===== src/rtl/usr_pkg.sv =====
// Shared definitions for the universal shift register and its command sequencer:
// sel/op encodings, sequencer state type and op classification helper.
package usr_pkg;

    localparam logic [2:0] SISO = 3'b000;
    localparam logic [2:0] SIPO = 3'b001;
    localparam logic [2:0] PISO = 3'b010;
    localparam logic [2:0] PIPO = 3'b011;
    localparam logic [2:0] LSO  = 3'b100;
    localparam logic [2:0] RSO  = 3'b101;
    localparam logic [2:0] ROL  = 3'b110;
    localparam logic [2:0] ROR  = 3'b111;

    typedef enum logic [1:0] {
        S_IDLE  = 2'b00,
        S_LOAD  = 2'b01,
        S_SHIFT = 2'b10,
        S_DONE  = 2'b11
    } state_t;

    // Serial-in ops fill the register from sin and never take a parallel load.
    function automatic logic op_needs_load(input logic [2:0] op);
        return !((op == SISO) || (op == SIPO));
    endfunction

endpackage


===== src/rtl/usr_bitcnt.sv =====
// Loadable down-counter for the sequencer's shift count; stops at zero.
module usr_bitcnt #(
    parameter int CW = 3
) (
    input  logic          clk,
    input  logic          rst,
    input  logic          load,
    input  logic          dec,
    input  logic [CW-1:0] din,
    output logic          last,
    output logic          zero
);

    logic [CW-1:0] count;

    always_ff @(posedge clk or negedge rst) begin
        if (!rst) begin
            count <= '0;
        end else if (load) begin
            count <= din;
        end else if (dec && (count != '0)) begin
            count <= count - CW'(1);
        end
    end

    assign last = (count == CW'(1));
    assign zero = (count == '0);

endmodule


===== src/rtl/usr_seq.sv =====
// Command sequencer driving a usr instance: load, shift k times, report result.
// Optional abort input/aborted output enabled by defining USR_SEQ_ABORT_EN.
module usr_seq
    import usr_pkg::*;
#(
    parameter int N  = 4,
    parameter int CW = $clog2(N) + 1
) (
    input  logic          clk,
    input  logic          rst,
    input  logic          cmd_valid,
    output logic          cmd_ready,
    input  logic [2:0]    cmd_op,
    input  logic [N-1:0]  cmd_data,
    input  logic [CW-1:0] cmd_cnt,
    input  logic          sin,
    output logic [2:0]    sr_sel,
    output logic          sr_ld,
    output logic [N-1:0]  sr_pin,
    input  logic [N-1:0]  sr_pout,
    output logic [N-1:0]  result,
    output logic          done
`ifdef USR_SEQ_ABORT_EN
    ,
    input  logic          abort,
    output logic          aborted
`endif
);

    state_t       state;
    state_t       next_state;
    logic [2:0]   op_q;
    logic [N-1:0] data_q;
    logic         accept;
    logic         cnt_load;
    logic         cnt_dec;
    logic         cnt_last;
    logic         cnt_zero;
`ifdef USR_SEQ_ABORT_EN
    logic         abort_set;
    logic         abort_q;
`endif

    usr_bitcnt #(
        .CW (CW)
    ) u_bitcnt (
        .clk  (clk),
        .rst  (rst),
        .load (cnt_load),
        .dec  (cnt_dec),
        .din  (cmd_cnt),
        .last (cnt_last),
        .zero (cnt_zero)
    );

    // Default drive is the hold rule: reload the register with its own value.
    always_comb begin
        next_state = state;
        cmd_ready  = 1'b0;
        sr_sel     = PIPO;
        sr_ld      = 1'b0;
        sr_pin     = sr_pout;
        accept     = 1'b0;
        cnt_load   = 1'b0;
        cnt_dec    = 1'b0;
`ifdef USR_SEQ_ABORT_EN
        abort_set  = 1'b0;
`endif
        case (state)
            S_IDLE: begin
                cmd_ready = 1'b1;
                if (cmd_valid) begin
                    accept   = 1'b1;
                    cnt_load = 1'b1;
                    if (op_needs_load(cmd_op)) begin
                        next_state = S_LOAD;
                    end else if (cmd_cnt == '0) begin
                        next_state = S_DONE;
                    end else begin
                        next_state = S_SHIFT;
                    end
                end
            end
            S_LOAD: begin
                sr_sel = op_q;
                sr_pin = data_q;
                sr_ld  = (op_q != PIPO);
                if ((op_q == PIPO) || cnt_zero) begin
                    next_state = S_DONE;
                end else begin
                    next_state = S_SHIFT;
                end
            end
            S_SHIFT: begin
                sr_sel  = op_q;
                sr_pin  = {sin, {(N-1){1'b0}}};
                cnt_dec = 1'b1;
                if (cnt_last) begin
                    next_state = S_DONE;
                end
            end
            S_DONE: begin
                next_state = S_IDLE;
            end
            default: begin
                next_state = S_IDLE;
            end
        endcase
`ifdef USR_SEQ_ABORT_EN
        if (abort && ((state == S_LOAD) || (state == S_SHIFT))) begin
            next_state = S_DONE;
            abort_set  = 1'b1;
        end
`endif
    end

    always_ff @(posedge clk or negedge rst) begin
        if (!rst) begin
            state  <= S_IDLE;
            op_q   <= '0;
            data_q <= '0;
            result <= '0;
            done   <= 1'b0;
        end else begin
            state <= next_state;
            done  <= 1'b0;
            if (accept) begin
                op_q   <= cmd_op;
                data_q <= cmd_data;
            end
            if (state == S_DONE) begin
                result <= sr_pout;
                done   <= 1'b1;
            end
        end
    end

`ifdef USR_SEQ_ABORT_EN
    // The abort flag survives until the DONE cycle so aborted lines up with done.
    always_ff @(posedge clk or negedge rst) begin
        if (!rst) begin
            abort_q <= 1'b0;
            aborted <= 1'b0;
        end else begin
            aborted <= 1'b0;
            if (abort_set) begin
                abort_q <= 1'b1;
            end else if (state == S_DONE) begin
                abort_q <= 1'b0;
                aborted <= abort_q;
            end
        end
    end
`endif

endmodule


===== config.mk =====
export PLATFORM = sky130hd
export DESIGN_NAME = usr_seq
export DESIGN_NICKNAME = d
export VERILOG_FILES = /design/src/rtl/usr_pkg.sv /design/src/rtl/usr_bitcnt.sv /design/src/rtl/usr_seq.sv
export SDC_FILE = /design/constraint.sdc
export NUM_CORES = 1
export LEC_CHECK = 0
export CAP_MARGIN = 20
export CELL_PAD_IN_SITES_DETAIL_PLACEMENT = 1
export CELL_PAD_IN_SITES_GLOBAL_PLACEMENT = 1
export CORE_MARGIN = 4
export CORE_UTILIZATION = 39
export CTS_CLUSTER_DIAMETER = 80
export DETAILED_ROUTE_END_ITERATION = 16
export DONT_BUFFER_PORTS = 1
export GPL_ROUTABILITY_DRIVEN = 0
export MAX_ROUTING_LAYER = met4
export PLACE_DENSITY_LB_ADDON = 0.1
export SLEW_MARGIN = 15
export SYNTH_ARGS = -nofsm -noshare
export SYNTH_HDL_FRONTEND = slang
export SYNTH_HIERARCHICAL = 1
export SYNTH_SLANG_ARGS = --single-unit
export TNS_END_PERCENT = 30

===== constraint.sdc =====
create_clock -name clk -period 3.5 [get_ports clk]
set_input_delay 0.525 -clock clk [delete_from_list [all_inputs] [get_ports clk]]
set_output_delay 0.525 -clock clk [all_outputs]
set_load 0.005 [all_outputs]

==> impl_results.md <==
* Initial core utilization at 42.06%
* Worst path max stage delay at 0.51 ns
* Setup repair bufs after CTS at 0
* Tightest Pin Transition at 0.7904 ns
* CTS buffer count at 3
* Overflow after GRT at 0
* Multi-input gate area at 478.0 µm²
* Vias/cell at 5.421
* Seq cells post-synth at 17
* Dpl ws at 1.717 ns
* Layout net count at 120
* Count of yosys warnings during synthesis at 6
* Die Width at 57.32 µm
* DRC errors left at 0
* Overall Global Routing Usage at 14.33%
* Antenna violations before repair at 0
* Routed via count at 656
* Area of the mapped netlist at 948.4 µm²
* Unique cell type count in the Yosys netlist at 28
* Final setup margin at 1.390 ns
* Routed wire length at 2.097 mm
* Design Power at 0.0009798 W
* CP max stage cell: ha_1
* Area grow syn2layout at 7.124%
* Hold slack at 0.3501 ns
* DP Wirelength at 1.681 mm
* Worst path bufs/invs at 1
* Crit-path leading delay family: adder cells
* Pin count of the biggest net entering global routing at 18
* H-tree Lvls at 1
* Max Slew Vio Count at 0
* Final setup skew at 0.0009754 ns
* Worst slew margin at 47.14%
* Crit-path max FO at 12
* CP Capture Type: primary output
* Clk sinks at 17
* Clock Tree Root: clkbuf_4
* Vias in the first global route at 730
* Final Hold Vio Count at 0
* CTS tree: built
* Most common cell after layout, fill and taps aside: dfrtp_1
* Setup crit start kind: flip-flop
* Clock buffer depth at 2
* Max Clk Rate at 473.9 MHz
* Mapped Cells at 89
* Area occupied by registers at 425.4 µm²
* Syn nets at 115
* Outcome: complete, no violations
* Final min period at 2.110 ns
* Critical path arrival at 1.59 ns
* Fill cell count at 265
* Crit-path cells: inv_1 > ha_1 > nor2_1 > a21oi_1
* Site Rows at 17
* Worst Setup Path Type: flip-flop to primary output
* WP data required at 2.97 ns
* Final Cycle Share at 60.30%
* Clk Latency, worst-skew pair at 0.29 ns
* Commonest non-fill, non-tap cells in the layout: 17 x dfrtp_1, 11 x inv_1, 11 x mux2_2
* Die Y at 57.32 µm
* Seq/Total Area, Yosys at 44.85%
* Drt pass-1 iters at 3
* Worst-path clk slew at 0.10 ns
* RSZ-0062 raised after global routing: no
* Max-cap violations at 0
* HP Class: primary input to flip-flop
* Layout cells sized above 1 at 17.20%
* Number of top-level pins at 32
* Syn avg cell area at 10.66 µm²
* Ant. Diodes at 0
* Pwr/cell area at 964.4 nW/µm²
* Worst vdd ir at 0.0003748 V
* Core area at 2255 µm²
* First-pass GRT wire length at 3.539 mm
* P_leak at 0.4735 nW
* Port bufs at 0
* Antenna Nets Post-Route at 0
* Post-route setup TNS at 0 ns
* First DRT Iteration DRCs at 14
* Endpoints failing setup at 0
* DR WL/cell at 17.33 µm
* Die area at 3285 µm²
-- through the flow --
step,util [%],area [µm²],cells
after floorplan,-,948.4,89
after global placement,43.45,979.7,116
after detailed placement,43.45,979.7,116
after CTS,45.06,1016,121
after global routing,45.06,1016,121
final,45.06,1016,121
-- worst paths after layout --
check | start | to | slack [ns] | depth (start not counted)
max in group asynchronous | rst | result[3] | 2.26 | 1
min | cmd_cnt[0] | u_bitcnt/count[0] | 0.35 | 2
min reg2reg | data_q[2] | data_q[2] | 0.52 | 1
max reg2reg | state[0] | state[0] | 1.83 | 5
min in group asynchronous | rst | op_q[0] | 0.75 | 1
max | state[0] | sr_pin[3] | 1.39 | 4
-- synth_stat cells --
master	number	area share, %
a22oi_1	1	0.79
o21ai_1	1	0.53
a32o_1	1	1.1
o22ai_1	1	0.66
o31ai_1	1	0.79
nand2b_1	2	1.3
nor3b_1	1	0.79
nand3_1	5	2.6
and4bb_1	1	1.3
nand2b_4	1	1.5
nor2_1	3	1.2
clkbuf_1	1	0.40
o21ai_0	5	2.6
and2b_2	1	0.92
nor3_1	1	0.53
nand2_1	6	2.4
or3_1	1	0.66
a21oi_1	3	1.6
and2_1	1	0.66
ha_1	8	11
a211o_1	1	0.92
mux2_2	11	13
mux2i_1	1	1.1
inv_1	11	4.4
o21a_1	1	0.79
dfrtp_1	17	45
o221a_1	1	1.2
a31o_1	1	0.92
-- metal layers --
| metal | vias up | track usage (%) | share of wire, % |
|---|---|---|---|
| met2 | 13 | 22.68 | 50 |
| met1 | 330 | 18.16 | 46 |
| met3 | 0 | 3.846 | 3.7 |
| li1 | 313 | - | - |
| met5 | - | - | 0 |
| met4 | 0 | 3.642 | 0 |
-- cell type report --
class | instances | area share (%)
multi-input combinational | 60 | 47.04
sequential | 17 | 41.87
inverter | 11 | 4.064
tap | 28 | 3.448
clock buffer | 4 | 2.586
timing repair buffer | 1 | 0.9852
-- flip-flops by register name, indices dropped and copies added (netlist names) --
signal / count
data_q: 4
result: 4
op_q: 3
u_bitcnt/count: 3
state: 2
done: 1
-- logic make-up (layout without fill, tap and decap cells) --
kind of cell	count (synthesis)	count (layout)	share of synthesized area [%]
flops	17	17	44.86
buf+inv	12	16	4.749
fa+ha+maj	8	8	10.55
simple gates	23	23	13.85
mux	12	12	14.12
compound gates	17	17	11.87
-- where the power goes --
group	internal [W]	switching [W]	total, W
combinational	0.000236	0.000268	0.000504
clock	0.0000443	0.0000632	0.000108
sequential	0.000299	0.0000700	0.000369
-- repair_timing --
action / CTS / global route
gates resized for setup: 0 / 0
hold buffers: 1 / 0
endpoints found under the hold margin: 17 / 0
Power figures use the tool's default switching activity.
